### config.mk
export PLATFORM = sky130hd
export DESIGN_NAME = huffman_symbol_buffer
export DESIGN_NICKNAME = d
export VERILOG_FILES = /design/src/rtl/huff_pkg.sv /design/src/rtl/huff_sym_fifo.sv /design/src/rtl/huffman_symbol_buffer.sv
export SDC_FILE = /design/constraint.sdc
export NUM_CORES = 1
export LEC_CHECK = 0
export CORE_MARGIN = 2
export CORE_UTILIZATION = 40
export DETAILED_ROUTE_END_ITERATION = 10
export PLACE_DENSITY = 0.66
export SLEW_MARGIN = 20
export SYNTH_ARGS = -nofsm -noshare
export SYNTH_HDL_FRONTEND = slang
export SYNTH_SLANG_ARGS = --single-unit
### constraint.sdc
create_clock -name clk -period 3.2 [get_ports clk]
set_clock_uncertainty 0.2 [all_clocks]
set_input_delay 0.64 -clock clk [delete_from_list [all_inputs] [get_ports clk]]
set_output_delay 0.64 -clock clk [all_outputs]
set_load 0.03 [all_outputs]
### src/rtl/huff_pkg.sv
// Shared definitions for the Huffman symbol path: symbol encoding and the
// upstream code table, used by the buffer, the decoder and the bench.
package huff_pkg;

  localparam int SYM_W = 3;

  localparam logic [SYM_W-1:0] NO_SYM      = 3'b000;
  localparam logic [SYM_W-1:0] SYM_ILLEGAL = 3'b111;

  // Longest codeword in the table, in bits.
  localparam int CODE_MAX_LEN = 4;

  // Code table, right-aligned codewords: 1:"0" 2:"101" 3:"100" 4:"111"
  // 5:"1101" 6:"1100".
  localparam logic [CODE_MAX_LEN-1:0] CODE_1 = 4'b0000;
  localparam logic [CODE_MAX_LEN-1:0] CODE_2 = 4'b0101;
  localparam logic [CODE_MAX_LEN-1:0] CODE_3 = 4'b0100;
  localparam logic [CODE_MAX_LEN-1:0] CODE_4 = 4'b0111;
  localparam logic [CODE_MAX_LEN-1:0] CODE_5 = 4'b1101;
  localparam logic [CODE_MAX_LEN-1:0] CODE_6 = 4'b1100;

  localparam int CODE_LEN_1 = 1;
  localparam int CODE_LEN_2 = 3;
  localparam int CODE_LEN_3 = 3;
  localparam int CODE_LEN_4 = 3;
  localparam int CODE_LEN_5 = 4;
  localparam int CODE_LEN_6 = 4;

  // What a value on the decoder output bus means for the buffer.
  typedef enum logic [1:0] {
    Y_NONE    = 2'd0,
    Y_SYM     = 2'd1,
    Y_ILLEGAL = 2'd2
  } y_class_e;

  function automatic y_class_e classify_y(input logic [SYM_W-1:0] y);
    if (y == NO_SYM)           return Y_NONE;
    else if (y == SYM_ILLEGAL) return Y_ILLEGAL;
    else                       return Y_SYM;
  endfunction

  // Right-aligned codeword for a legal symbol (1..6); 0 otherwise.
  function automatic logic [CODE_MAX_LEN-1:0] code_bits(input logic [SYM_W-1:0] s);
    case (s)
      3'd1:    return CODE_1;
      3'd2:    return CODE_2;
      3'd3:    return CODE_3;
      3'd4:    return CODE_4;
      3'd5:    return CODE_5;
      3'd6:    return CODE_6;
      default: return '0;
    endcase
  endfunction

  // Codeword length for a legal symbol (1..6); 0 otherwise.
  function automatic int code_len(input logic [SYM_W-1:0] s);
    case (s)
      3'd1:    return CODE_LEN_1;
      3'd2:    return CODE_LEN_2;
      3'd3:    return CODE_LEN_3;
      3'd4:    return CODE_LEN_4;
      3'd5:    return CODE_LEN_5;
      3'd6:    return CODE_LEN_6;
      default: return 0;
    endcase
  endfunction

endpackage

### src/rtl/huff_sym_fifo.sv
// Symbol storage: DEPTH-entry circular FIFO with wrapping pointers and an
// occupancy count. push/pop arrive already qualified by the top; a push and a
// pop on the same edge are both honoured (the write goes to wr_ptr while the
// read leaves rd_ptr, so order is preserved even when full).
module huff_sym_fifo
  import huff_pkg::*;
#(
  parameter int DEPTH = 4,
  parameter int LVL_W = $clog2(DEPTH) + 1
) (
  input  logic             clk,
  input  logic             reset,
  input  logic             push,
  input  logic             pop,
  input  logic [SYM_W-1:0] wr_data,
  output logic [SYM_W-1:0] rd_data,
  output logic [LVL_W-1:0] level,
  output logic             empty,
  output logic             full
);

  localparam int PTR_W = $clog2(DEPTH);

  logic [SYM_W-1:0] mem_q [DEPTH];
  logic [SYM_W-1:0] mem_d [DEPTH];
  logic [PTR_W-1:0] wr_ptr_q, wr_ptr_d;
  logic [PTR_W-1:0] rd_ptr_q, rd_ptr_d;
  logic [LVL_W-1:0] level_q, level_d;

  // Next-state: write at wr_ptr, advance pointers (power-of-2 wrap), update level.
  always_comb begin
    mem_d    = mem_q;
    wr_ptr_d = wr_ptr_q;
    rd_ptr_d = rd_ptr_q;
    level_d  = level_q;
    if (push) begin
      mem_d[wr_ptr_q] = wr_data;
      wr_ptr_d        = wr_ptr_q + PTR_W'(1);
    end
    if (pop) begin
      rd_ptr_d = rd_ptr_q + PTR_W'(1);
    end
    level_d = level_q + LVL_W'(push) - LVL_W'(pop);
  end

  // State registers; reset empties the FIFO and clears storage.
  always_ff @(posedge clk or posedge reset) begin
    if (reset) begin
      for (int i = 0; i < DEPTH; i++) mem_q[i] <= '0;
      wr_ptr_q <= '0;
      rd_ptr_q <= '0;
      level_q  <= '0;
    end else begin
      mem_q    <= mem_d;
      wr_ptr_q <= wr_ptr_d;
      rd_ptr_q <= rd_ptr_d;
      level_q  <= level_d;
    end
  end

  // Outputs decode registered state only; head reads as 0 when empty.
  always_comb begin
    level   = level_q;
    empty   = (level_q == '0);
    full    = (level_q == LVL_W'(DEPTH));
    rd_data = empty ? '0 : mem_q[rd_ptr_q];
  end

endmodule

### src/rtl/huffman_symbol_buffer.sv
// Buffers symbols from the serial Huffman decoder for a valid/ready consumer.
// Handshake: sym_valid is high whenever the FIFO holds a symbol; a transfer
// (pop) happens on any rising edge where sym_valid & sym_ready, and sym_data
// holds steady while sym_valid & ~sym_ready. y is only sampled at the clock
// edge, so no output depends combinationally on y.
module huffman_symbol_buffer
  import huff_pkg::*;
#(
  parameter int DEPTH = 4,
  parameter int CNT_W = 8
) (
  input  logic                     clk,
  input  logic                     reset,
  input  logic [SYM_W-1:0]         y,
  input  logic                     clr_err,
  input  logic                     sym_ready,
  output logic                     sym_valid,
  output logic [SYM_W-1:0]         sym_data,
  output logic [$clog2(DEPTH):0]   level,
  output logic [CNT_W-1:0]         sym_count,
  output logic                     overflow,
  output logic                     err_illegal
);

  localparam int LVL_W = $clog2(DEPTH) + 1;

  if (DEPTH < 2 || (DEPTH & (DEPTH - 1)) != 0) begin : g_bad_depth
    $error("huffman_symbol_buffer: DEPTH must be a power of 2, at least 2");
  end

  y_class_e         y_class;
  logic             push_req;
  logic             push_acc;
  logic             pop;
  logic             fifo_empty;
  logic             fifo_full;
  logic [SYM_W-1:0] fifo_rd_data;
  logic [LVL_W-1:0] fifo_level;

  logic [CNT_W-1:0] sym_count_q, sym_count_d;
  logic             overflow_q, overflow_d;
  logic             err_illegal_q, err_illegal_d;

  // Classify y and qualify push/pop; a full FIFO still takes a push when it
  // is being popped on the same edge.
  always_comb begin
    y_class  = classify_y(y);
    push_req = (y_class == Y_SYM);
    pop      = ~fifo_empty & sym_ready;
    push_acc = push_req & (~fifo_full | pop);
  end

  huff_sym_fifo #(
    .DEPTH (DEPTH),
    .LVL_W (LVL_W)
  ) u_fifo (
    .clk     (clk),
    .reset   (reset),
    .push    (push_acc),
    .pop     (pop),
    .wr_data (y),
    .rd_data (fifo_rd_data),
    .level   (fifo_level),
    .empty   (fifo_empty),
    .full    (fifo_full)
  );

  // Counter and sticky flags; a new error in the clr_err cycle wins the clear.
  always_comb begin
    sym_count_d   = sym_count_q;
    overflow_d    = overflow_q;
    err_illegal_d = err_illegal_q;
    if (push_acc) sym_count_d = sym_count_q + CNT_W'(1);
    if (clr_err) begin
      overflow_d    = 1'b0;
      err_illegal_d = 1'b0;
    end
    if (push_req & ~push_acc)     overflow_d    = 1'b1;
    if (y_class == Y_ILLEGAL)     err_illegal_d = 1'b1;
  end

  // Counter and flag registers.
  always_ff @(posedge clk or posedge reset) begin
    if (reset) begin
      sym_count_q   <= '0;
      overflow_q    <= 1'b0;
      err_illegal_q <= 1'b0;
    end else begin
      sym_count_q   <= sym_count_d;
      overflow_q    <= overflow_d;
      err_illegal_q <= err_illegal_d;
    end
  end

  // Output mapping from registered state.
  always_comb begin
    sym_valid   = ~fifo_empty;
    sym_data    = fifo_rd_data;
    level       = fifo_level;
    sym_count   = sym_count_q;
    overflow    = overflow_q;
    err_illegal = err_illegal_q;
  end

endmodule

==> flow_metrics.py, run 1 <==
metrics = {
    "sta": {
        "finalSetupViolCount": 0,
        "fin_setup_tns_ps": 0,
        "fin_hold_ws_ps": 276,
        "fmax_mhz": 342,
        "hold_viol": 0,
        "drv_slew": 0,
        "fin_crit_sh_pct": 91.3,
        "fin_ws_ps": 279,
        "layout_min_cycle_time_ps": 2920,
        "worst_slew_pin_slew_ps": 355,
        "relSlewSlack_pct": 76.3,
        "rsz0062_at_grt": "no",
    },
    "power_and_ir_drop": {
        "peakVddDrop_mv": 0.451,
        "leakagePower_nw": 0.747,
        "power.density_nw_per_um2": 1130,
    },
    "yosys": {
        "ys_ff_latch": 29,
        "synth_edf_count": 0,
        "yosys.area_share.simple_pct": 11.2,
        "synth_area_leader_cell": "dfrtp_1",
        "ys_top_cells_by_area": "dfrtp_1 53%, mux2_2 7.4%, ha_1 6.4%",
        "synth_ff_type": "dfrtp_1",
        "synth_top_family_by_area": "multiplexers",
        "async_flop_share_pct": 100,
        "yosysTopAreaCellShare_pct": 52.9,
        "synth_cell_types": 22,
        "synth.avg_cell_area_um2": 13.2,
        "synthMuxAreaShare_pct": 15.9,
        "synth_most_common_cell": "dfrtp_1",
        "synth_compound_area_share_pct": 1.19,
        "synth_fa_ha_area_share_pct": 7.85,
        "ys_warn_count": 0,
        "synthXorXnorAreaFrac_pct": 7.66,
        "synth_nets": 119,
        "ys_seq_area_share_pct": 52.9,
        "netlist_instances": 104,
        "yosys-top-cells-count": "29 x dfrtp_1, 9 x inv_1, 9 x mux2_2",
        "syn_area_um2": 1370,
    },
    "critical_path": {
        "endpoint_kind": "primary output",
        "critPathKind": "flop to primary output",
        "arrival_ps": 2080,
        "setup.worst_path.start_class": "flop",
        "cp.required_ps": 2360,
        "cp_max_fo": 5,
    },
    "global_routing": {
        "groute.usage.overall_pct": 14.2,
        "overflow": 0,
        "antenna_found_initial": 0,
        "grt_pass1_wl_um": 4200,
        "grt_max_degree": 30,
        "grt_pass1_vias": 871,
    },
    "cells_and_area": {
        "final_nets": 149,
        "final.fill_count": 325,
        "num_antenna_cells": 0,
        "fin_area_um2": 1700,
        "area_growth_syn_to_layout_pct": 24.3,
        "layout-drive-gt1-share_pct": 16.3,
    },
    "placement": {
        "place_area_um2": 1660,
        "hpwl_um": 1790,
        "gp_congestion": 0.721,
        "pre_cts_ws_ps": 160,
        "port_buffers": 23,
    },
    "hold_path": {
        "worstHoldPathType": "flop to flop",
    },
    "clock_network": {
        "cts_hold_buf": 0,
        "cts_resized": 0,
        "cts.path.max_buffers": 2,
        "cts_buffers": 5,
        "post_cts_buffers": 0,
        "cts_sinks": 29,
        "cts_root_buf": "clkbuf_4",
        "clk_pin_slew_ps": 90,
        "cts_tree": "yes",
        "htreeDepth": 2,
        "clkLatencyLatePin_ps": 320,
    },
    "route": {
        "vias_per_cell": 4.80,
        "wl_met1_um": 1130,
        "antenna_left": 0,
        "via_count": 869,
        "wl_met2_um": 1160,
        "drtIter0Drc": 41,
        "met3_length_um": 122,
        "drt_pass1_iterations": 2,
        "top_layer_used": "met4",
        "wl_per_cell_um": 13.6,
        "drc": 0,
        "totalWireLength_um": 2460,
    },
    "floorplan": {
        "die_h_um": 62.6,
        "initial_core_util_pct": 41.4,
        "fp.dieW_um": 62.6,
        "core_um2": 3310,
        "die_area_um2": 3910,
        "rows": 21,
        "io_pins": 24,
    },
    "flow_run": {
        "max-cap-violations": 0,
    },
    "outcome": {
        "status": "finished clean",
    },
}
[state kept, by name, indices dropped and copies added (netlist names)]
name	cells
u_fifo.mem_q	12
sym_count	8
u_fifo.level	3
u_fifo.rd_ptr_q	2
u_fifo.wr_ptr_q	2
err_illegal	1
overflow	1
[kinds of logic (layout without fill, tap and decap cells)]
kind of cell    after synthesis  after routing
buf+inv                      10             41
simple gates                 26             26
fa+ha+maj                     8              8
xor+xnor                     12             12
flops                        29             29
mux                          16             16
compound gates                3              3
[layout by cell type (no fill, tap or decap), drive strengths merged]
cell type,n
or3,3
and3,1
nor2,2
fa,1
mux2,13
o22ai,1
mux4,3
o21ai,2
nand3,1
dfrtp,29
nand4,5
xnor2,8
and2,4
ha,7
inv,9
clkdlybuf4s50,23
xor2,4
buf,1
clkbuf,8
nand2,9
or4b,1
[through the flow]
| stage | util [%] | total power (W) | cells |
|---|---|---|---|
| final | 51.5 | 0.00193 | 181 |
| after global routing | 51.5 | 0.00207 | 181 |
| after CTS | 51.5 | 0.00195 | 181 |
| after detailed placement | 50.0 | 0.00174 | 173 |
| after global placement | 50.0 | 0.00171 | 173 |
| after floorplan | - | 0.00139 | 104 |
[worst paths after layout]
path | depth (start not counted) | start | slack (ps) | end
setup / recovery | 3 | u_fifo.rd_ptr_q[0]$_DFFE_PP0P_ | 280 | sym_data[2]
hold / removal | 1 | sym_count[7]$_DFFE_PP0P_ | 280 | sym_count[7]$_DFFE_PP0P_
setup reg to reg | 8 | u_fifo.level[1]$_DFF_PP0_ | 620 | u_fifo.level[2]$_DFF_PP0_
hold reg to reg | 1 | sym_count[7]$_DFFE_PP0P_ | 280 | sym_count[7]$_DFFE_PP0P_
max in group asynchronous | 3 | reset | 2050 | u_fifo.mem_q[1]$_DFFE_PP0P_
min in group asynchronous | 3 | reset | 480 | sym_count[7]$_DFFE_PP0P_
[critical path, cell delays in order (launching register included)]
cell and delay, ps:
dfrtp_1 500, mux4_2 530, and2_1 160, clkdlybuf4s50_1 580
[area by class of cell]
type	count	area [um2]	share of cell area, %
clock buffers	8	48.8	2.86
inverters	9	33.8	1.98
multi-input cells	65	601	35.2
flip-flops and latches	29	726	42.6
well taps	46	57.6	3.38
repair buffers	24	238	14.0
[layer usage]
layer | vias to the layer above | global-route usage, %
met5 | - | 0
li1 | 417 | -
met4 | 0 | 6.67
met3 | 5 | 6.49
met1 | 429 | 18.0
met2 | 18 | 20.7
[power by group]
group / internal [W] / switching, W / total, W
logic: 0.000515 / 0.000498 / 0.00101
clock network: 0.0000874 / 0.000121 / 0.000208
registers: 0.000548 / 0.000158 / 0.000705
Note: power is estimated with default switching activity, not from simulation.
==> inputs of run 2 (changes only) <==
--- a/config.mk
+++ b/config.mk
@@ -8,6 +8,7 @@
 export CORE_MARGIN = 2
 export CORE_UTILIZATION = 40
 export DETAILED_ROUTE_END_ITERATION = 10
+export GPL_TIMING_DRIVEN = 0
 export PLACE_DENSITY = 0.66
 export SLEW_MARGIN = 20
 export SYNTH_ARGS = -nofsm -noshare
==> run 2 against run 1 <==
Compared with the run above:
- cell area grew 0.22%
- sequential power is essentially flat
- via count grew 0.58%
- clock power is essentially flat
- combinational power is essentially flat
- core utilization grew 0.11 points
- hold slack gained 6.2 ps
- largest power group unchanged
==> flow_metrics.py, run 2 (synthesis results as in run 1) <==
metrics = {
    "outcome": {
        "status": "finished clean",
    },
    "critical_path": {
        "arrival_ps": 2110,
        "cp.required_ps": 2360,
        "worstReg2RegEnd": "u_fifo.level[2]$_DFF_PP0_",
        "timing.rr.start": "u_fifo.level[1]$_DFF_PP0_",
        "critPathKind": "flop to primary output",
        "endpoint_kind": "primary output",
        "setup.worst_path.start_class": "flop",
        "regToRegSetupSlack_ps": 620,
        "rr_worst_depth": 8,
        "crit_path_end": "sym_data[2]",
        "crit_path_start": "u_fifo.rd_ptr_q[0]$_DFFE_PP0P_",
        "cp_max_fo": 5,
    },
    "clock_network": {
        "clkLatencyLatePin_ps": 330,
        "cts.path.max_buffers": 2,
        "post_cts_buffers": 0,
        "cts_sinks": 29,
        "cts_tree": "yes",
        "cts_buffers": 5,
        "cts_root_buf": "clkbuf_4",
        "cts_resized": 0,
        "cts_hold_buf": 0,
        "htreeDepth": 2,
        "clk_pin_slew_ps": 90,
    },
    "sta": {
        "rsz0062_at_grt": "no",
        "finalSetupViolCount": 0,
        "drv_slew": 0,
        "fin_crit_sh_pct": 92.1,
        "fin_hold_ws_ps": 282,
        "fin_setup_tns_ps": 0,
        "layout_min_cycle_time_ps": 2950,
        "hold_viol": 0,
        "worst_slew_pin_slew_ps": 607,
        "fmax_mhz": 339,
        "relSlewSlack_pct": 59.5,
    },
    "global_routing": {
        "grt_pass1_vias": 867,
        "grt_max_degree": 30,
        "grt_pass1_wl_um": 4240,
        "antenna_found_initial": 0,
        "groute.usage.overall_pct": 14.3,
        "overflow": 0,
    },
    "floorplan": {
        "core_um2": 3310,
        "io_pins": 24,
        "rows": 21,
        "die_h_um": 62.6,
        "initial_core_util_pct": 41.4,
        "die_area_um2": 3910,
        "fp.dieW_um": 62.6,
    },
    "route": {
        "wl_per_cell_um": 13.4,
        "drtIter0Drc": 25,
        "drc": 0,
        "via_count": 874,
        "totalWireLength_um": 2420,
        "antenna_left": 0,
        "vias_per_cell": 4.83,
        "drt_pass1_iterations": 4,
    },
    "placement": {
        "gp_congestion": 0.694,
        "port_buffers": 23,
        "place_area_um2": 1660,
        "hpwl_um": 1750,
    },
    "power_and_ir_drop": {
        "power.density_nw_per_um2": 1130,
        "leakagePower_nw": 0.747,
        "total_power_w": 0.00193,
        "peakVddDrop_mv": 0.448,
    },
    "cells_and_area": {
        "regMostFlops": "u_fifo.mem_q",
        "fin_area_um2": 1710,
        "final_common_cell": "dfrtp_1",
        "final_cell_mix": "29 x dfrtp_1, 23 x clkdlybuf4s50_1, 9 x mux2_2",
        "largest_register_ffs": 12,
        "utilization_pct": 51.6,
        "num_antenna_cells": 0,
        "final_nets": 149,
        "area_growth_syn_to_layout_pct": 24.5,
        "layout-drive-gt1-share_pct": 17.0,
    },
    "hold_path": {
        "worstHoldPathType": "flop to flop",
    },
    "flow_run": {
        "max-cap-violations": 0,
    },
}
[run 2: changes by cell type in the layout (fill, tap and decap cells not counted)]
cell and change:
inv_2 +1, buf_6 +1, buf_4 -1, inv_1 -1
[run 2: metal layers]
metal | wire length (um) | GRT usage, %
met1 | 1130 | 18.2
met5 | 0 | 0
met4 | 44 | 9.17
met3 | 146 | 3.96
met2 | 1100 | 21.4
[run 2: through the flow]
| step | cells | setup WS (ps) |
|---|---|---|
| 3_3_place_gp | 173 | 102 |
| 5_1_grt | 181 | 185 |
| 2_1_floorplan | 104 | 443 |
| 4_1_cts | 181 | 231 |
| 3_5_place_dp | 173 | 67.8 |
| 6_report | 181 | 253 |
[run 2: layout make-up]
type	count	area, um2
fillers	312	1600
repair buffers	23	230
flip-flops and latches	29	726
clock buffers	8	48.8
well taps	46	57.6
plain buffers	1	11.3
multi-input cells	65	601
inverters	9	33.8
[run 2: worst max-delay path, stage by stage, from the launching register on]
cell	delay (ps)
dfrtp_1	510
mux4_2	530
and2_1	160
clkdlybuf4s50_1	580
[run 2: how the worst min path moves through the flow]
| stage | from | cells past startpoint | slack [ps] | end |
|---|---|---|---|---|
| finish | sym_count[7]$_DFFE_PP0P_ | 1 | 280 | sym_count[7]$_DFFE_PP0P_ |
| global route | sym_count[6]$_DFFE_PP0P_ | 1 | 320 | sym_count[6]$_DFFE_PP0P_ |
| CTS | sym_count[7]$_DFFE_PP0P_ | 1 | 280 | sym_count[7]$_DFFE_PP0P_ |
| detailed placement | sym_count[7]$_DFFE_PP0P_ | 1 | 270 | sym_count[7]$_DFFE_PP0P_ |
| global placement | sym_count[7]$_DFFE_PP0P_ | 1 | 260 | sym_count[7]$_DFFE_PP0P_ |
| floorplan | u_fifo.mem_q[7]$_DFFE_PP0P_ | 1 | 260 | u_fifo.mem_q[7]$_DFFE_PP0P_ |
[run 2: power by group]
group          switching (W)  internal (W)  total (W)
sequential          0.000160      0.000548   0.000708
clock               0.000120     0.0000873   0.000207
combinational       0.000499      0.000520    0.00102
total               0.000779       0.00116    0.00193
